--- src/rtl/ifetch_pkg.sv ---
`default_nettype none
// ============================================================================
// Module   : ifetch_pkg
// Brief    : Shared widths, FSM state and fetch-buffer entry type for ifetch.
// Revision : 1.0 - initial release
// ============================================================================
package ifetch_pkg;

    localparam int ADDR_W = 8;
    localparam int DATA_W = 32;

    typedef enum logic [0:0] {
        IDLE = 1'b0,
        RUN  = 1'b1
    } state_t;

    typedef struct packed {
        logic [ADDR_W-1:0] pc;
        logic [DATA_W-1:0] inst;
    } entry_t;

    // Limit a decode consume request to what the buffer holds; 3 counts as 2.
    function automatic logic [1:0] clamp_pop(
        input logic [1:0] take,
        input logic       has1,
        input logic       has2
    );
        logic [1:0] sat;
        sat = (take == 2'd3) ? 2'd2 : take;
        if (!has1) begin
            return 2'd0;
        end else if (!has2 && (sat != 2'd0)) begin
            return 2'd1;
        end
        return sat;
    endfunction

endpackage
`default_nettype wire

--- src/rtl/ifetch_fifo.sv ---
`default_nettype none
// ============================================================================
// Module   : ifetch_fifo
// Brief    : Circular fetch buffer, one write port, reads at head and head+1.
// Revision : 1.0 - initial release
// ============================================================================
module ifetch_fifo
    import ifetch_pkg::*;
#(
    parameter  int DEPTH = 4,
    localparam int PTR_W = (DEPTH > 1) ? $clog2(DEPTH) : 1,
    localparam int CNT_W = PTR_W + 1
) (
    input  logic             clk,
    input  logic             reset,
    input  logic             clear,
    input  logic             push,
    input  entry_t           wr_data,
    input  logic [1:0]       pop,
    output entry_t           rd0,
    output entry_t           rd1,
    output logic [CNT_W-1:0] count
);

    entry_t             r_mem [DEPTH];
    logic [PTR_W-1:0]   r_head;
    logic [PTR_W-1:0]   r_tail;
    logic [CNT_W-1:0]   r_count;
    logic [PTR_W-1:0]   w_head1;

    always_ff @(posedge clk) begin
        if (reset || clear) begin
            r_head  <= '0;
            r_tail  <= '0;
            r_count <= '0;
        end else begin
            if (push) begin
                r_tail <= r_tail + PTR_W'(1);
            end
            r_head  <= r_head + PTR_W'(pop);
            r_count <= r_count - CNT_W'(pop) + CNT_W'(push);
        end
    end

    // Storage is not reset: slot data is only meaningful while count covers it.
    always_ff @(posedge clk) begin
        if (push) begin
            r_mem[r_tail] <= wr_data;
        end
    end

    assign w_head1 = r_head + PTR_W'(1);
    assign rd0     = r_mem[r_head];
    assign rd1     = r_mem[w_head1];
    assign count   = r_count;

endmodule
`default_nettype wire

--- src/rtl/ifetch_ctrl.sv ---
`default_nettype none
// ============================================================================
// Module   : ifetch_ctrl
// Brief    : Instruction-fetch sequencer feeding a dual-issue decode stage.
// Revision : 1.0 - initial release
// ============================================================================
module ifetch_ctrl
    import ifetch_pkg::*;
#(
    parameter int ADDR_W    = ifetch_pkg::ADDR_W,
    parameter int DATA_W    = ifetch_pkg::DATA_W,
    parameter int BUF_DEPTH = 4
) (
    input  logic              clk,
    input  logic              reset,
    output logic [ADDR_W-1:0] icache_a,
    input  logic [DATA_W-1:0] icache_rd,
    input  logic              redirect_valid,
    input  logic [ADDR_W-1:0] redirect_pc,
    input  logic [1:0]        dec_take,
    output logic              out_valid0,
    output logic              out_valid1,
    output logic [DATA_W-1:0] out_inst0,
    output logic [DATA_W-1:0] out_inst1,
    output logic [ADDR_W-1:0] out_pc0,
    output logic [ADDR_W-1:0] out_pc1
);

    localparam int PTR_W = (BUF_DEPTH > 1) ? $clog2(BUF_DEPTH) : 1;
    localparam int CNT_W = PTR_W + 1;

    state_t             r_state;
    state_t             w_state_next;
    logic [ADDR_W-1:0]  r_fetch_pc;
    logic [ADDR_W-1:0]  w_fetch_pc_next;
    logic               w_push;
    logic               w_clear;
    logic [1:0]         w_pop;
    logic [1:0]         w_pop_clamped;
    logic [CNT_W-1:0]   w_count;
    logic [CNT_W-1:0]   w_count_after_pop;
    logic               w_has1;
    logic               w_has2;
    entry_t             w_wr_entry;
    entry_t             w_rd0;
    entry_t             w_rd1;

    always_ff @(posedge clk) begin
        if (reset) begin
            r_state    <= IDLE;
            r_fetch_pc <= '0;
        end else begin
            r_state    <= w_state_next;
            r_fetch_pc <= w_fetch_pc_next;
        end
    end

    assign w_has1            = (w_count != '0);
    assign w_has2            = (w_count > CNT_W'(1));
    assign w_pop_clamped     = clamp_pop(dec_take, w_has1, w_has2);
    assign w_count_after_pop = w_count - CNT_W'(w_pop_clamped);

    always_comb begin
        w_state_next    = r_state;
        w_fetch_pc_next = r_fetch_pc;
        w_push          = 1'b0;
        w_pop           = 2'd0;
        w_clear         = 1'b0;
        case (r_state)
            // Guard cycle: the ROM image is only valid once reset has fallen.
            IDLE: begin
                w_state_next = RUN;
                if (redirect_valid) begin
                    w_fetch_pc_next = redirect_pc;
                end
            end
            RUN: begin
                if (redirect_valid) begin
                    w_clear         = 1'b1;
                    w_fetch_pc_next = redirect_pc;
                end else begin
                    w_pop  = w_pop_clamped;
                    w_push = (w_count_after_pop < CNT_W'(BUF_DEPTH));
                    if (w_push) begin
                        w_fetch_pc_next = r_fetch_pc + ADDR_W'(1);
                    end
                end
            end
            default: begin
                w_state_next = IDLE;
            end
        endcase
    end

    assign w_wr_entry.pc   = r_fetch_pc;
    assign w_wr_entry.inst = icache_rd;

    ifetch_fifo #(
        .DEPTH   (BUF_DEPTH)
    ) u_fifo (
        .clk     (clk),
        .reset   (reset),
        .clear   (w_clear),
        .push    (w_push),
        .wr_data (w_wr_entry),
        .pop     (w_pop),
        .rd0     (w_rd0),
        .rd1     (w_rd1),
        .count   (w_count)
    );

    assign icache_a   = r_fetch_pc;
    assign out_valid0 = w_has1;
    assign out_valid1 = w_has2;
    assign out_inst0  = w_rd0.inst;
    assign out_inst1  = w_rd1.inst;
    assign out_pc0    = w_rd0.pc;
    assign out_pc1    = w_rd1.pc;

endmodule
`default_nettype wire

--- config.mk ---
export PLATFORM = sky130hd
export DESIGN_NAME = ifetch_ctrl
export DESIGN_NICKNAME = d
export VERILOG_FILES = /design/src/rtl/ifetch_pkg.sv /design/src/rtl/ifetch_fifo.sv /design/src/rtl/ifetch_ctrl.sv
export SDC_FILE = /design/constraint.sdc
export NUM_CORES = 1
export LEC_CHECK = 0
export ABC_CLOCK_PERIOD_IN_PS = 8200
export CELL_PAD_IN_SITES_DETAIL_PLACEMENT = 1
export CELL_PAD_IN_SITES_GLOBAL_PLACEMENT = 1
export CORE_MARGIN = 1.5
export CORE_UTILIZATION = 49
export CTS_CLUSTER_DIAMETER = 30
export CTS_CLUSTER_SIZE = 20
export DETAILED_ROUTE_END_ITERATION = 10
export HOLD_SLACK_MARGIN = 0.1
export PLACE_DENSITY = 0.94
export SLEW_MARGIN = 5
export SYNTH_ARGS = -nofsm -noshare
export SYNTH_HDL_FRONTEND = slang
export SYNTH_HIERARCHICAL = 1
export SYNTH_SLANG_ARGS = --single-unit
--- constraint.sdc ---
create_clock -name clk -period 8.2 [get_ports clk]
set_input_delay 2.05 -clock clk [delete_from_list [all_inputs] [get_ports clk]]
set_output_delay 2.05 -clock clk [all_outputs]
set_load 0.005 [all_outputs]
==> impl_metrics.ini <==
[finish]
fin_util_pct = 61.69
final_net_count = 567
design_area_um2 = 9764
antenna_cells = 0
final_cell_mix = edfxtp_1 (160), clkdlybuf4s50_1 (134), mux4_2 (78), clkbuf_16 (17), dfxtp_1 (14)
mostFrequentLayoutCell = edfxtp_1
area_delta_synth_final_pct = 23.56
layout-drive-gt1-share_pct = 20.84

[floorplan]
start_util_pct = 49.93
coreArea_um2 = 15830
die_y_um = 130.0
die_w_um = 130.0
die_area_um2 = 16900
row_count = 46
io_pins = 135

[logic_synthesis]
dominantRegCellSynth = edfxtp_1
yosysWarnings = 6
synth_edf_count = 160
synth.cell_area_um2 = 7903
syn_inst = 379
synth_nets = 435
synth_area_per_cell_um2 = 20.85
ys_seq_area_share_pct = 64.85
async_reset_ff_share_pct = 0
synth.ff_latch_count = 176
ys_types = 44

[global_route]
grt_max_degree = 82
grt_pass1_vias = 4871
grt_antenna_before_repair = 0
grt_usage_pct = 23.13
grt_pass1_wl_um = 28160
grt_overflow = 0

[power]
sw_frac_of_total_pct = 24.18
seq_power_share_pct = 49.8
ir_drop_mv = 0.1458
p_leak_nw = 3.071
combPwrFrac_pct = 20.3
power_density_nw_per_um2 = 231.1
netSwitchingPower_mw = 0.5456
internal_power_mw = 1.711
p_clk_share_pct = 29.9
finalPower_mw = 2.257

[clocking]
cts-resized-gates = 0
cts.sink_count = 176
cts_buffers = 17
cts_setup_buffers = 0
clock_path_buffers = 2
cts_root_buf = clkbuf_16
ctsHoldBuffers = 0
cts_tree = built
htree_levels = 4
clkTransAtPathRegs_ps = 60
insertion_delay_ps = 430

[worst_setup_path]
crit_path_start_kind = flip-flop
arrival_ps = 3160
worst-setup-path-type = flip-flop to output port
end_kind = output port
rrSetupSlack_ps = 4980
critPathMaxFanout = 49
cp.required_ps = 6150

[drt]
routed_via_density = 5.945
initialDrtViolationCount = 306
final_antenna_net_count = 0
first_pass_iters = 4
num_vias = 4393
drc = 0
routed_wl_um = 18260
wire_per_inst_um = 24.70

[placed_design]
place_congestion = 0.8547
io_buffer_count = 134
dp_hpwl_um = 12000
placed_area_um2 = 9279

[timing]
hold_viol = 0
rsz0062_at_grt = false
setup_violations = 0
period_minus_slack_ps = 5210
fin_skew_ps = 7.012
max-slew-margin-rel_pct = 21.66
period_share_pct = 63.54
tns_ps = 0
fmax_mhz = 191.9
report.final.slew_viol_count = 0
tightest_slew_ps = 1175

[status]
status = complete, no violations

[worst_hold_path]
min_path_type = flip-flop to flip-flop

[run]
drv_cap = 0
-- logic make-up after synthesis --
logic type / synth area share (%)
xor+xnor: 0.6966
simple gates: 3.895
compound gates: 1.868
mux: 23.15
flops: 64.85
fa+ha+maj: 1.837
buf+inv: 3.705
-- synth_stat cells (6+ instances only) --
cell type,count,area share [%]
and2_1,8,0.63
and3_1,7,0.55
buf_12,7,1.8
buf_2,6,0.38
dfxtp_1,16,4.1
edfxtp_1,160,61
ha_1,10,1.6
inv_1,8,0.38
mux4_2,78,22
nand2_1,11,0.52
nor2_1,9,0.43
nor3_1,6,0.38
-- metal layers --
metal | GRT usage, % | share of wire [%]
met3 | 6.765 | 7.5
met4 | 7.908 | 2.0
met2 | 39.53 | 53
met5 | 0 | 0
met1 | 28.42 | 37
-- layout make-up --
| class | count | area [µm²] |
|---|---|---|
| fillers | 1353 | 6063 |
| flip-flops and latches | 176 | 5132 |
| multi-input cells | 172 | 2490 |
| repair buffers | 136 | 1356 |
| clock buffers | 19 | 432.9 |
| well taps | 216 | 270.3 |
| clock inverters | 12 | 52.55 |
| inverters | 8 | 30.03 |
-- state kept, by name (all words and copies together) (netlist names) --
name	count
u_fifo/r_mem	160
icache_a	8
u_fifo/count	3
u_fifo/r_head	2
u_fifo/r_tail	2
r_state	1
-- through the flow --
stage | hold WS (ps) | cells | setup WS (ps)
3_3_place_gp | 544.1 | 708 | 3200
4_1_cts | 559.8 | 739 | 2856
2_1_floorplan | 505.6 | 379 | 3266
3_5_place_dp | 542.3 | 708 | 3106
5_1_grt | 595.0 | 739 | 2691
6_report | 569.5 | 739 | 2990
-- critical path, stage by stage, from the launching register on --
cell and delay (ps):
dfxtp_4 750, buf_4 800, mux4_2 620, clkdlybuf4s50_1 500
-- path summary, 6_finish.rpt --
kind                          from                 end  cells past startpoint
setup reg to reg   u_fifo/count[2]  u_fifo/r_mem[3][3]                      7
hold reg to reg        icache_a[7]         icache_a[7]                      2
hold / removal         icache_a[7]         icache_a[7]                      2
setup / recovery  u_fifo/r_head[1]        out_inst0[9]                      3
-- power groups by stage --
| stage | sequential, mW | clock (mW) | combinational [mW] |
|---|---|---|---|
| floorplan | 1.10 | 0 | 0.247 |
| global placement | 1.13 | 0 | 0.443 |
| detailed placement | 1.14 | 0 | 0.461 |
| CTS | 1.13 | 0.690 | 0.465 |
| global route | 1.13 | 0.721 | 0.496 |
| finish | 1.12 | 0.675 | 0.457 |
No activity file was read; power rests on OpenSTA's default activity.
